$ cat config.mk
export PLATFORM = sky130hd
export DESIGN_NAME = idelay_tap_scan
export DESIGN_NICKNAME = d
export VERILOG_FILES = /design/src/rtl/idelay_tap_scan.sv
export SDC_FILE = /design/constraint.sdc
export NUM_CORES = 1
export LEC_CHECK = 0
export BUFFER_PORTS_ARGS = -buffer_cell sky130_fd_sc_hd__buf_2
export CAP_MARGIN = 15
export CORE_ASPECT_RATIO = 1.1
export CORE_MARGIN = 2
export CORE_UTILIZATION = 40
export DETAILED_ROUTE_END_ITERATION = 6
export PLACE_DENSITY = 0.69
export SYNTH_ARGS = -nofsm -noshare
export SYNTH_HDL_FRONTEND = slang
export SYNTH_SLANG_ARGS = --single-unit
$ cat constraint.sdc
create_clock -name ref_clk_400m -period 4.71 [get_ports ref_clk_400m]
set_input_delay 0.471 -clock ref_clk_400m [delete_from_list [all_inputs] [get_ports ref_clk_400m]]
set_output_delay 0.471 -clock ref_clk_400m [all_outputs]
set_load 0.03 [all_outputs]
$ cat src/rtl/idelay_tap_scan.sv
// Tap-sweep calibration controller for an IDELAYE3 wrapper: steps the tap, settles,
// majority-votes the delayed signal and reports the first tap whose level differs from tap 0.
module idelay_tap_scan #(
  parameter int TAP_W      = 9,
  parameter int TAP_MAX    = 511,
  parameter int SETTLE_CYC = 8,
  parameter int SAMPLE_CNT = 64,
  parameter int THRESH     = 32
) (
  input  logic             ref_clk_400m,
  input  logic             reset,
  input  logic             i_start,
  input  logic             i_fine_signal,
  input  logic [TAP_W-1:0] i_cnt_readback,
  output logic [TAP_W-1:0] o_cnt_value,
  output logic             o_busy,
  output logic             o_done,
  output logic             o_found,
  output logic [TAP_W-1:0] o_edge_tap,
  output logic             o_err
);

  localparam int ONES_W  = $clog2(SAMPLE_CNT + 1);
  localparam int CYC_MAX = (SETTLE_CYC > SAMPLE_CNT) ? SETTLE_CYC : SAMPLE_CNT;
  localparam int CYC_W   = $clog2(CYC_MAX + 1);

  typedef enum logic [2:0] {
    S_IDLE, S_SET, S_SETTLE, S_SAMPLE, S_EVAL, S_DONE
  } state_t;

  state_t            state, state_next;
  logic [TAP_W-1:0]  tap;
  logic [CYC_W-1:0]  cyc_cnt;
  logic [ONES_W-1:0] ones;
  logic              sync1, sync2;
  logic              ref_bit;

  logic vote, accept, abort, hit, miss, step, settle_last, sample_last;

  assign settle_last = (cyc_cnt == CYC_W'(SETTLE_CYC - 1));
  assign sample_last = (cyc_cnt == CYC_W'(SAMPLE_CNT - 1));
  assign vote        = (ones >= ONES_W'(THRESH));

  // NOTE: every signal written here gets a default first, so no path can infer a latch.
  always_comb begin
    state_next = state;
    accept     = 1'b0;
    abort      = 1'b0;
    hit        = 1'b0;
    miss       = 1'b0;
    step       = 1'b0;
    unique case (state)
      S_IDLE: if (i_start) begin
        accept     = 1'b1;
        state_next = S_SET;
      end
      S_SET: state_next = S_SETTLE;
      S_SETTLE: if (settle_last) begin
        if (i_cnt_readback != tap) begin
          abort      = 1'b1;
          state_next = S_DONE;
        end else begin
          state_next = S_SAMPLE;
        end
      end
      S_SAMPLE: if (sample_last) state_next = S_EVAL;
      S_EVAL: begin
        // Tap 0 only establishes the reference level; an edge needs a later tap to differ.
        if ((tap != '0) && (vote != ref_bit)) begin
          hit        = 1'b1;
          state_next = S_DONE;
        end else if (tap == TAP_W'(TAP_MAX)) begin
          miss       = 1'b1;
          state_next = S_DONE;
        end else begin
          step       = 1'b1;
          state_next = S_SET;
        end
      end
      S_DONE: state_next = S_IDLE;
      default: state_next = S_IDLE;
    endcase
  end

  assign o_busy = (state != S_IDLE) && (state != S_DONE);
  assign o_done = (state == S_DONE);

  // NOTE: sequential state uses non-blocking assignments so every flop samples pre-edge values.
  always_ff @(posedge ref_clk_400m or posedge reset) begin
    if (reset) begin
      state       <= S_IDLE;
      tap         <= '0;
      cyc_cnt     <= '0;
      ones        <= '0;
      sync1       <= 1'b0;
      sync2       <= 1'b0;
      ref_bit     <= 1'b0;
      o_cnt_value <= '0;
      o_found     <= 1'b0;
      o_edge_tap  <= '0;
      o_err       <= 1'b0;
    end else begin
      state <= state_next;
      sync1 <= i_fine_signal;
      sync2 <= sync1;

      if (accept) begin
        tap         <= '0;
        o_cnt_value <= '0;
        o_found     <= 1'b0;
        o_edge_tap  <= '0;
        o_err       <= 1'b0;
      end

      unique case (state)
        S_SET: begin
          cyc_cnt <= '0;
          ones    <= '0;
        end
        S_SETTLE: cyc_cnt <= settle_last ? '0 : cyc_cnt + 1'b1;
        S_SAMPLE: begin
          cyc_cnt <= cyc_cnt + 1'b1;
          ones    <= ones + ONES_W'(sync2);
        end
        default: ;
      endcase

      if (abort) begin
        o_err       <= 1'b1;
        o_cnt_value <= '0;
      end

      if (state == S_EVAL && tap == '0) ref_bit <= vote;

      if (hit) begin
        o_found     <= 1'b1;
        o_edge_tap  <= tap;
        o_cnt_value <= tap;
      end
      if (miss) o_cnt_value <= '0;
      if (step) begin
        tap         <= tap + 1'b1;
        o_cnt_value <= tap + 1'b1;
      end
    end
  end

endmodule
; Word-level counts from Yosys, hierarchy flattened
; Cells that the tools add are included.
[op_classes]
magnitude_cmp = 1
n_mux = 33
n_eq_ne = 14
add_sub_neg = 3
n_reduce_logical = 14
[op_table]
columns = op, n
row1 = 9-bit 2-to-1 mux, 7
row2 = 7-bit one-hot mux with 3 select lines, 1
row3 = 3-bit 2-to-1 mux, 6
row4 = 1-bit 2-to-1 mux, 16
row5 = 3-bit one-hot mux with 5 select lines, 1
row6 = 7-bit one-hot mux with 2 select lines, 1
row7 = "9-bit by 1-bit adder with 9-bit output, second input constant", 1
row8 = "9-bit equality test, second input constant", 1
row9 = 9-bit logical NOT, 1
row10 = 9-bit inequality test, 1
row11 = 9-bit nonzero test, 1
row12 = 2-bit nonzero test, 4
row13 = 7-bit by 1-bit adder with 7-bit output, 1
row14 = "7-bit by 1-bit adder with 7-bit output, second input constant", 1
row15 = "7-bit by 3-bit equality test with 1-bit output, second input constant", 1
row16 = "7-bit by 6-bit equality test with 1-bit output, second input constant", 1
row17 = "7-bit by 6-bit >= comparator with 1-bit output, second input constant", 1
row18 = 7-bit 2-to-1 mux, 1
row19 = "3-bit by 2-bit equality test with 1-bit output, second input constant", 2
row20 = "3-bit equality test, second input constant", 2
row21 = "2-bit inequality test, second input constant", 3
row22 = 3-bit nonzero test, 2
row23 = 5-bit nonzero test, 1
row24 = "3-bit by 1-bit equality test with 1-bit output, second input constant", 1
row25 = other kinds (5), 7
[word_totals]
wordCells = 76
register_bits = 49
output_inout_bits = 22
inputBits = 13

; Longest topological paths before layout
[logic_depth]
depth_word = 8
depth_mapped = 10
mapped_depth_nobuf = 9

; Least setup slack after synthesis
; OpenSTA, ideal clock, no wires.
[synth_timing]
kind = register -> register
startpoint = register tap[1]
endpoint = register tap[5]
setup_time_ns = 0.126
t_arrival_ns = 2.203
period_less_slack_ns = 2.329
setup_slack_ns = 2.381
path_buffers = 1
stages_incl_launch_ff = 10
cell_sequence = dfrtp_1 > ha_1 > and3_1 > and3_1 > and3_1 > ha_1 > buf_2 > nor2_1 > a21oi_2 > a221o_1
[synth_between]
elab_chain_cells = 5
[synth_lines]
columns = item, line
row1 = "start, declared", 32  ; logic [TAP_W-1:0] tap;
row2 = "start signal, assigned", 142  ; tap <= tap + 1'b1;
row3 = branches (longest 5 deep; another with 9-bit by 1-bit adder with 9-bit output), -
; Parallel ways; which one is timed is not known.
; A chain may end at the register's enable or synchronous reset.

; Final worst setup path
[layout_timing]
startpoint = register tap[0]
endpoint = register tap[4]
; Same word-level chain as after synthesis.

==> impl_metrics.yaml <==
detailed_routing:
  num_vias: 2062
  drt_first_pass_iters: 4
  antenna_left: 0
  drc: 0
  wl_um: 5630
  avgViaCountPerCell: 5.41
  drt_iter0_markers: 130
  wl_per_cell_um: 14.8
setup_path:
  r2r-start: "tap[0]$_DFFE_PP0P_"
  crit_type: "flop to flop"
  r2r_slack_ns: 2.11
  startpoint_type: "flop"
  critPathArrivalTime_ns: 2.80
  crit_path_end_kind: "flop"
  cp_max_fo: 9
  worst_setup_path_startpoint: "tap[0]$_DFFE_PP0P_"
  reg2regPathDepth: 9
  cp.required_ns: 4.90
  setup.worst_path.end: "tap[4]$_DFFE_PP0P_"
  rr_endpoint: "tap[4]$_DFFE_PP0P_"
finish:
  diodes: 0
  regArea_sq_um: 1230
  design_area_sq_um: 2950
  multi_input_area_sq_um: 1320
  areaGrowthSynthToFinish_pct: 11.4
  final_layout_size_suffix_gt1_share_pct: 18.4
  nFillCells: 640
  finalNetCount: 318
sta:
  finalCriticalPeriod_ns: 2.60
  tns_ns: 0
  hold_viol: 0
  fmax_mhz: 384
  rsz0062_at_grt: "false"
  drv_slew: 0
  slew_headroom_pct: 51.8
  period_share_pct: 55.3
  clock_skew_ns: 0.00535
  worst_pin_slew_ns: 0.717
  setup_viol: 0
clock_tree:
  cts_tree: "yes"
  cts_buffer_depth: 2
  clk_pin_slew_ns: 0.09
  clock_latency_ns: 0.30
  post_cts_buffers: 0
  clkSinkCount: 49
  root_buffer: "clkbuf_8"
  htreeDepth: 2
  cts_made_buffers: 5
  cts_hold_buf: 0
  cts_resized: 0
global_routing:
  grtUsageMet2_pct: 26.9
  grt.total_usage_pct: 17.0
  grt_max_degree: 50
  grt_pass1_wl_um: 9350
  busiest_layer: "met2"
  antenna_found_initial: 0
  grt_util_met1_pct: 23.4
  gr-total-overflow: 0
  grt_pass1_vias: 1935
  use_met3_pct: 3.03
yosys:
  synth_cell_types: 50
  seq_area_frac_synth_pct: 46.3
  syn_inst: 272
  netlist_area_sq_um: 2650
  ys.flop_type: "dfrtp_1"
  ys_seq_elements: 49
  synth_warnings: 0
  syn_avg_cell_area_sq_um: 9.74
  synth_edf_count: 0
  ys_async_sr_fraction_pct: 100
  syn_nets: 291
floorplan:
  start_util_pct: 40.6
  fp.dieW_um: 81.6
  core_area_sq_um: 6520
  rows: 31
  die-area_sq_um: 7290
  io-pin-count: 35
  die_h_um: 89.3
power:
  ir_drop_mv: 0.210
  power_density_nw_per_um2: 427
  leakagePower_nw: 1.53
worst_hold_path:
  min_path_type: "input port to asynchronous set/reset pin"
placement:
  dp_hpwl_um: 4040
  gp_congestion: 0.934
  dpl_cell_area_sq_um: 2850
  port_buffers: 34
run:
  timing.max_cap.violations: 0
status:
  status: "finished, final reports clean"
-- final cells by class --
class | count | area share, %
multi-input cells | 202 | 44.8
flip-flops and latches | 49 | 41.5
repair buffers | 35 | 6.44
well taps | 82 | 3.48
clock buffers | 7 | 2.92
inverters | 6 | 0.763
-- cells by family after synthesis --
logic type / synth area share (%)
AND/OR/NAND/NOR: 22.0
AO/OA/AOI/OAI: 19.3
flip-flops: 46.3
buffers and inverters: 3.73
XOR/XNOR: 4.30
adder cells (fa/ha/maj): 2.83
multiplexers: 1.56
-- cells in the mapped netlist, types with 2 or more instances --
cell / number / area, sq um
nor2b_1: 3 / 18.8
o211a_1: 3 / 30.0
nand3_1: 12 / 60.1
clkbuf_1: 9 / 33.8
nand4_1: 4 / 25.0
ha_1: 6 / 75.1
dfrtp_1: 49 / 1230
xnor2_1: 3 / 26.3
a21oi_1: 3 / 15.0
or3_1: 4 / 25.0
a21o_1: 7 / 52.6
a32o_1: 4 / 40.0
buf_2: 4 / 20.0
mux2i_1: 3 / 30.0
and3_1: 10 / 62.6
nand2b_1: 2 / 12.5
a22o_1: 8 / 70.1
nor3_1: 7 / 35.0
nor2_1: 23 / 86.3
a221o_1: 6 / 60.1
inv_1: 6 / 22.5
and2_1: 3 / 18.8
buf_6: 2 / 22.5
xor2_1: 10 / 87.6
o21ai_0: 21 / 105
nand2_1: 30 / 113
nor4_1: 2 / 12.5
a21oi_2: 2 / 17.5
a211o_1: 5 / 43.8
-- state kept, by name, indices dropped and copies added (netlist names) --
| register | cells |
|---|---|
| ref_bit | 1 |
| o_found | 1 |
| ones | 7 |
| state | 3 |
| tap | 9 |
| sync2 | 1 |
| o_cnt_value | 9 |
| sync1 | 1 |
| o_err | 1 |
| cyc_cnt | 7 |
| o_edge_tap | 9 |
-- per-layer routing --
metal | routed length, um | vias to the layer above
met5 | 0 | -
met4 | 111 | 0
met2 | 2710 | 46
met1 | 2540 | 967
met3 | 262 | 10
li1 | - | 1039
-- worst max-delay path, cell delays in order (launching register included) --
cell,delay (ns)
dfrtp_1,0.47
ha_1,0.28
and3_1,0.21
and3_1,0.20
and3_1,0.18
ha_1,0.29
nor2_1,0.26
a21oi_2,0.19
a21o_2,0.23
a21o_1,0.17
-- worst min-delay path by stage --
stage	startpoint	end	slack, ns	cells past startpoint
after floorplan	sync1$_DFF_PP0_	sync2$_DFF_PP0_	0.33	0
after global placement	sync1$_DFF_PP0_	sync2$_DFF_PP0_	0.33	0
after detailed placement	sync1$_DFF_PP0_	sync2$_DFF_PP0_	0.35	0
after CTS	i_fine_signal	sync1$_DFF_PP0_	0.26	1
after global routing	reset	ones[0]$_DFFE_PP0P_	0.05	2
final	reset	ones[1]$_DFFE_PP0P_	0.04	2
-- through the flow --
stage          worst slack (ns)  hold slack [ns]  cells  util, %  total power [mW]
2_1_floorplan              2.38            0.331    272        -             0.911
3_3_place_gp               2.22            0.334    373     43.7              1.00
3_5_place_dp               2.14            0.345    373     43.7              1.02
4_1_cts                    2.12            0.263    380     45.0              1.27
5_1_grt                    1.86           0.0460    381     45.3              1.35
6_report                   2.11           0.0385    381     45.3              1.26
-- cell usage in the layout (no fill, tap or decap), types with 7 or more instances in the layout --
master / synthesis / layout
buf_2: 4 / 34
nor2_1: 23 / 23
dfrtp_1: 49 / 49
nand3_1: 12 / 12
o21ai_0: 21 / 21
nor3_1: 7 / 7
xor2_1: 10 / 10
and3_1: 10 / 10
a21o_1: 7 / 7
a22o_1: 8 / 8
nand2_1: 30 / 30
-- power breakdown --
part	switching [mW]	internal [mW]
clock network	0.137	0.117
registers	0.101	0.496
logic	0.247	0.162
Note: power is estimated with default switching activity, not from simulation.
